$ cat src/rtl/if_stage_pkg.sv
// Shared definitions for the instruction fetch stage: control polarities,
// bus widths, reset fetch address and fetch FSM state encodings.
package if_stage_pkg;

   localparam logic RstEnable  = 1'b1;
   localparam logic Stop       = 1'b1;
   localparam logic NoStop     = 1'b0;

   localparam int InstAddrBus  = 32;
   localparam int InstBus      = 32;

   localparam logic [31:0] ZeroWord         = 32'h0000_0000;
   localparam logic [31:0] RESET_PC_DEFAULT = 32'h8000_0000;

   localparam logic [1:0] FETCH_IDLE = 2'd0;
   localparam logic [1:0] FETCH_BUSY = 2'd1;
   localparam logic [1:0] FETCH_DONE = 2'd2;

   // Redirect targets are always word aligned; low two bits are dropped.
   function automatic logic [31:0] word_align(input logic [31:0] addr);
      return {addr[31:2], 2'b00};
   endfunction

endpackage

$ cat src/rtl/if_stage.sv
// Instruction fetch stage: issues one word fetch at a time on the
// instruction bus, presents the fetched word to IF/ID, and handles
// redirects that arrive before, during or after a fetch.
//
// state      | meaning
// -----------+------------------------------------------------------------
// FETCH_IDLE | no request outstanding; pc holds the next fetch address
// FETCH_BUSY | request for pc outstanding, waiting for ibus_ack_i
// FETCH_DONE | fetched word in inst_buf is presented on inst_o
module if_stage
   import if_stage_pkg::*;
#(
   parameter logic [InstAddrBus-1:0] RESET_PC = RESET_PC_DEFAULT
) (
   input  logic                   clk,
   input  logic                   rst,
   input  logic [5:0]             stall,
   input  logic                   branch_flag_i,
   input  logic [InstAddrBus-1:0] branch_target_i,
   output logic                   ibus_req_o,
   output logic [InstAddrBus-1:0] ibus_addr_o,
   input  logic                   ibus_ack_i,
   input  logic [InstBus-1:0]     ibus_data_i,
   output logic [InstAddrBus-1:0] pc_o,
   output logic [InstBus-1:0]     inst_o,
   output logic                   stallreq_o
);

   logic [1:0]             state;
   logic [InstAddrBus-1:0] pc;
   logic [InstBus-1:0]     inst_buf;
   logic                   redir_pend;
   logic [InstAddrBus-1:0] redir_pc;
   logic                   req_q;
   logic [InstAddrBus-1:0] addr_q;
   logic [InstAddrBus-1:0] br_target;
   logic                   in_reset;
   logic                   stall_unused;

   // Only the PC and IF stall bits matter to this stage.
   assign stall_unused = ^stall[5:2];

   assign br_target = word_align(branch_target_i);
   assign in_reset  = (rst == RstEnable);

   // Fetch FSM and all stage registers; a request, once issued, is only
   // retired by its ack (or by reset), so redirects during a fetch are
   // parked in redir_pend/redir_pc and applied when the ack arrives.
   always_ff @(posedge clk) begin
      if (in_reset) begin
         state      <= FETCH_IDLE;
         pc         <= RESET_PC;
         inst_buf   <= ZeroWord;
         redir_pend <= 1'b0;
         redir_pc   <= ZeroWord;
         req_q      <= 1'b0;
         addr_q     <= ZeroWord;
      end else begin
         case (state)
            FETCH_IDLE: begin
               if (branch_flag_i) begin
                  pc <= br_target;
               end else if (stall[0] == NoStop) begin
                  req_q  <= 1'b1;
                  addr_q <= pc;
                  state  <= FETCH_BUSY;
               end
            end
            FETCH_BUSY: begin
               if (ibus_ack_i) begin
                  req_q      <= 1'b0;
                  redir_pend <= 1'b0;
                  if (branch_flag_i) begin
                     // a redirect arriving with the ack beats a parked one
                     pc    <= br_target;
                     state <= FETCH_IDLE;
                  end else if (redir_pend) begin
                     pc    <= redir_pc;
                     state <= FETCH_IDLE;
                  end else begin
                     inst_buf <= ibus_data_i;
                     state    <= FETCH_DONE;
                  end
               end else if (branch_flag_i) begin
                  redir_pend <= 1'b1;
                  redir_pc   <= br_target;
               end
            end
            FETCH_DONE: begin
               if (branch_flag_i) begin
                  pc    <= br_target;
                  state <= FETCH_IDLE;
               end else if (stall[1] == NoStop) begin
                  // next fetch issues on the same edge the word is consumed
                  pc     <= pc + 32'd4;
                  req_q  <= 1'b1;
                  addr_q <= pc + 32'd4;
                  state  <= FETCH_BUSY;
               end
            end
            default: begin
               req_q <= 1'b0;
               state <= FETCH_IDLE;
            end
         endcase
      end
   end

   // Stage outputs; reset masks the request and forces the reset view
   // immediately rather than waiting for the edge.
   always_comb begin
      ibus_req_o  = req_q & ~in_reset;
      ibus_addr_o = addr_q;
      pc_o        = in_reset ? RESET_PC : pc;
      if (!in_reset && state == FETCH_DONE) begin
         inst_o     = inst_buf;
         stallreq_o = NoStop;
      end else begin
         inst_o     = ZeroWord;
         stallreq_o = Stop;
      end
   end

endmodule
$ cat config.mk
export PLATFORM = sky130hd
export DESIGN_NAME = if_stage
export DESIGN_NICKNAME = d
export VERILOG_FILES = /design/src/rtl/if_stage_pkg.sv /design/src/rtl/if_stage.sv
export SDC_FILE = /design/constraint.sdc
export NUM_CORES = 1
export LEC_CHECK = 0
export CAP_MARGIN = 10
export CORE_AREA = 4 4 143 145
export DETAILED_ROUTE_END_ITERATION = 8
export DIE_AREA = 0 0 147 149
export HOLD_SLACK_MARGIN = 0.05
export PLACE_DENSITY = 0.58
export SETUP_SLACK_MARGIN = 0.2
export SLEW_MARGIN = 20
export SYNTH_ARGS = -nofsm -noshare
export SYNTH_HDL_FRONTEND = slang
export SYNTH_SLANG_ARGS = --single-unit
$ cat constraint.sdc
create_clock -name clk -period 6.03 [get_ports clk]
set_input_delay 0.9045 -clock clk [delete_from_list [all_inputs] [get_ports clk]]
set_output_delay 0.9045 -clock clk [all_outputs]
set_load 0.03 [all_outputs]
== Word level (Yosys, flattened, before mapping) ==
Index checks and enable logic that the tools add are counted.

* Register bits after elaboration: 130
* Word-level logic and storage cells: 66
* Output and inout port bits: 98
* Input port bits: 74

* Reductions and logical operators: 13
* $add $sub $neg: 1
* Bitwise gates (word level): 5
* Mux-type cells: 30
* Equal/unequal tests: 10

{| class="wikitable"
|+ Operator list
! operator !! number
|-
| $mux 32 || 11
|-
| $pmux 32 s3 || 1
|-
| $pmux 32 s2 || 1
|-
| $add 32x3->32 const B || 1
|-
| $reduce_and 5->1 || 3
|-
| $mux 2 || 7
|-
| $ne 2x2->1 const B || 6
|-
| $mux 1 || 8
|-
| $reduce_and 4->1 || 2
|-
| $ne 3x3->1 const B || 2
|-
| $pmux 2 s3 || 1
|-
| $not 1->1 || 4
|-
| $reduce_bool 2->1 || 2
|-
| $pmux 1 s3 || 1
|-
| $reduce_and 3->1 || 1
|-
| $reduce_bool 3->1 || 1
|-
| $eq 2x1->1 const B || 1
|-
| $eq 2x2->1 const B || 1
|-
| $logic_not 2->1 || 1
|-
| $reduce_and 2->1 || 1
|-
| $and 1x1->1 || 1
|-
| $logic_and 1x1->1 || 1
|-
| $logic_not 1->1 || 1
|}

== Logic depth before layout (Yosys ltp) ==
* Depth in word-level cells: 4
* Depth in mapped cells: 10

== Worst setup path before layout ==
Ideal clock, no wire load.

* Path type: input -> output
* Start: input port rst
* End: output port stallreq_o
* Slack: 3.130 ns
* Arrival: 1.996 ns
* Stages on the path: 5
* Data required time: 5.125 ns
* Path through: clkbuf_1 -> buf_1 -> clkbuf_1 -> nor2_1 -> inv_1

* Word-level cells in the longest chain between the ends: 3

{| class="wikitable"
|+ Ends and longest elaborated chain
! what !! RTL line !! text
|-
| from (decl) || if_stage.sv:16 || <nowiki>input logic rst,</nowiki>
|-
| $logic_not 1->1 || if_stage.sv:115 || <nowiki>if (!in_reset && state == FETCH_DONE) begin</nowiki>
|-
| $logic_and 1x1->1 || if_stage.sv:115 ||
|-
| $mux 1 || if_stage.sv:115 ||
|-
| to (decl) || if_stage.sv:26 || <nowiki>output logic stallreq_o</nowiki>
|}

No other way between the ends.

== Worst setup path after layout ==
* Start: input port rst
* End: output port inst_o[12]

* Word-level cells in the longest chain between the ends: 3

{| class="wikitable"
|+ Ends and longest elaborated chain
! what !! RTL line !! text
|-
| $logic_not 1->1 || if_stage.sv:115 ||
|-
| $logic_and 1x1->1 || if_stage.sv:115 ||
|-
| $mux 32 || if_stage.sv:115 ||
|-
| to (decl) || if_stage.sv:25 || <nowiki>output logic [InstBus-1:0] inst_o,</nowiki>
|}

No other way between the ends.

==> results.md <==
- Status: complete, no violations
- Post-route cell area: around 8900 µm²
- Worst relative slew slack: 29.9%
- Clock slew at reported path FFs: 50 ps
- Clk sink count: around 130
- Multi-input logic area: about 3800 µm²
- Max FO, Critical Path: 34
- Antenna Nets Post-Route: 0
- Wire per inst: 17.3 µm
- Total track usage: 19.6%
- Fin Clk Skew: 9.63 ps
- Worst path slowest cell: clkinv_1
- Yosys warnings: 0
- WP data required: 5130 ps
- Core Region: 19200 µm²
- Critical path's top delay family: buffers and inverters
- Setup TNS: 0 ps
- Final routed DRC violation total: 0
- Yosys cell types: 59
- Achievable frequency: 233 MHz
- Buf/Inv on CP: 4
- CTS Root Cell: clkbuf_16
- Die H: about 150 µm
- Maximum vdd drop: 0.230 mV
- Synth area leaders: dfxtp_1 38%, nand2_1 9.4%, a21oi_1 6.9%
- FP Rows: between 50 and 60
- CP startpoint kind: primary input
- Final Max Tran Viols: 0
- Area leader, netlist: dfxtp_1
- Nets: 1068
- Cells after Synth: 883
- Die W: 147 µm
- Netlist Area Pre-Place: 6650 µm²
- DP Wirelength: 14700 µm
- Post-synth EDFFs: 0
- RSZ-0062 raised after global routing: false
- N_diodes: 0
- Inserted Clock Buffers: 17
- Leak: 0.00313 µW
- DRT iter0 DRCs: approximately 420
- Critical Path AT: 3390 ps
- Cts repair resizes: 0
- Post-synth top flop: dfxtp_1
- Maximum clock path buffer count: 2
- Crit. End Element: primary output
- H-tree depth: 4
- Shortest period the worst path allows: 4290 ps
- Tcrit/Tclk final: 71.2%
- Max-Cap Viols: 0
- Final setup fails: 0
- Vias/cell: 5.20
- Final hold vios: 0
- Pre-antenna DRT Iters: 6
- Largest net degree at the start of global routing: 73
- Fin cells: 1264
- Share of cells above drive strength 1: 5.11%
- Share of the yosys chip area belonging to registers: 37.9%
- Post-CTS Setup Inserts: 0
- Crit-path most repeated cell: buf_4
- Post-Place Cells: 1235
- Type of the worst setup path: in -> out
- Synth Area per Inst: 7.54 µm²
- Vias in the first global route: 6295
- Die ar.: 21900 µm²
- GP Congestion: 0.828
- Initial Util: 34.6%
- Tot Pwr: 2690 µW
- Initial antenna violation count: 0
- Most numerous cell in the Yosys netlist: nand2_1
- Filler cell count: roughly 2k
- Cts hold-fix bufs: 0
- I/O Pins: around 170
- Worst Max-Slew Pin Slew: between 1000 and 1500 ps
- HP Class: reg -> reg
- Worst skew pair latency: ~420 ps
- Synth top area share: 37.9%
- Flops & latches, synth: 126
- Count of input and output buffers: 161
- Post-synth ARST share: 0%
- First-pass GRT wire length: 34300 µm
- FF/Latch Area: 2520 µm²
- Critical-path cell list: buf_4, clkinv_1, buf_4, and3_1, clkdlybuf4s50_1
- Final wirelength: between 20000 and 25000 µm
- PD cells: 304 nW/µm²
- Total grt overflow: 0
- P&R area growth vs syn: 33.3%
- Vias: 6578
- Area after DPL: 8330 µm²
- Commonest cells in the netlist: 167 x nand2_1, 126 x dfxtp_1, 92 x a21oi_1, 61 x nor2_1, 57 x clkbuf_1
- CTS tree: done
- Slowest Stage Delay on Critical Path: 840 ps
-- flip-flops by register name, indices dropped and copies added (netlist names) --
| register | count |
|---|---|
| req_q | 1 |
| ibus_addr_o | 30 |
| pc | 30 |
| redir_pend | 1 |
| redir_pc | 30 |
| inst_buf | 32 |
| state | 2 |
-- stage by stage --
stage	hold slack [ps]	util, %	worst slack, ps
after CTS	450	46.1	1820
final	446	46.2	1740
after detailed placement	442	43.4	1830
after global placement	437	43.4	1830
after floorplan	432	-	3130
after global routing	465	46.2	1500
-- cells by family (layout without fill, tap and decap cells) --
group | after synthesis | count (layout) | share of synthesized area (%)
compound gates | 218 | 218 | 20.5
xor+xnor | 38 | 38 | 5.00
fa+ha+maj | 5 | 5 | 0.940
buf+inv | 94 | 207 | 5.98
flops | 126 | 126 | 37.9
mux | 5 | 5 | 0.752
other cells | 1 | 4 | 0.0564
simple gates | 396 | 396 | 28.8
-- where the power goes --
| part | total (µW) | internal (µW) | switching (µW) | leakage, µW |
|---|---|---|---|---|
| Combinational | 702 | 285 | 418 | 0.00184 |
| Clock | 949 | 578 | 371 | 0.000261 |
| Sequential | 1040 | 924 | 116 | 0.00103 |
-- metal layers --
metal,global-route usage (%),share of wire [%],vias up
met1,25.4,45,3022
met4,7.60,2.4,0
met3,6.44,8.0,29
li1,-,-,3297
met5,0,0,-
met2,30.3,45,230
-- worst paths after layout --
kind	start	end	slack, ps	cells after the start
setup / recovery	rst	inst_o[12]	1740	5
hold / removal	inst_buf[26]	inst_buf[26]	450	2
setup reg to reg	state[0]	pc[18]	2680	7
hold reg to reg	inst_buf[26]	inst_buf[26]	450	2
-- placed cells by master, fill, tap and decap left out, types with 10 or more instances in the layout --
master           count
a221oi_1            16
a211oi_1            11
o32ai_1             10
nand4_1             13
nand3_1             19
nor2b_1             35
and3_1              39
a21oi_1             92
buf_4               11
xor2_1              30
clkbuf_16           17
clkdlybuf4s50_1    160
o21ai_0             44
dfxtp_1            126
nor2_1              61
nand2_1            166
nor3_1              29
-- cell type report --
class                           instances  area share, %
Sequential cell                       126           28.4
Tap cell                              265           3.74
Clock buffer                           22           5.23
Timing Repair Buffer                  171           19.0
Inverter                                7          0.296
Clock inverter                          7          0.748
Multi-Input combinational cell        666           42.5
-- worst min-delay path, cell delays in order (launching register included) --
cell     delay (ps)
dfxtp_1         300
nand2_1          50
a21oi_1          50
Power figures use the tool's default switching activity.
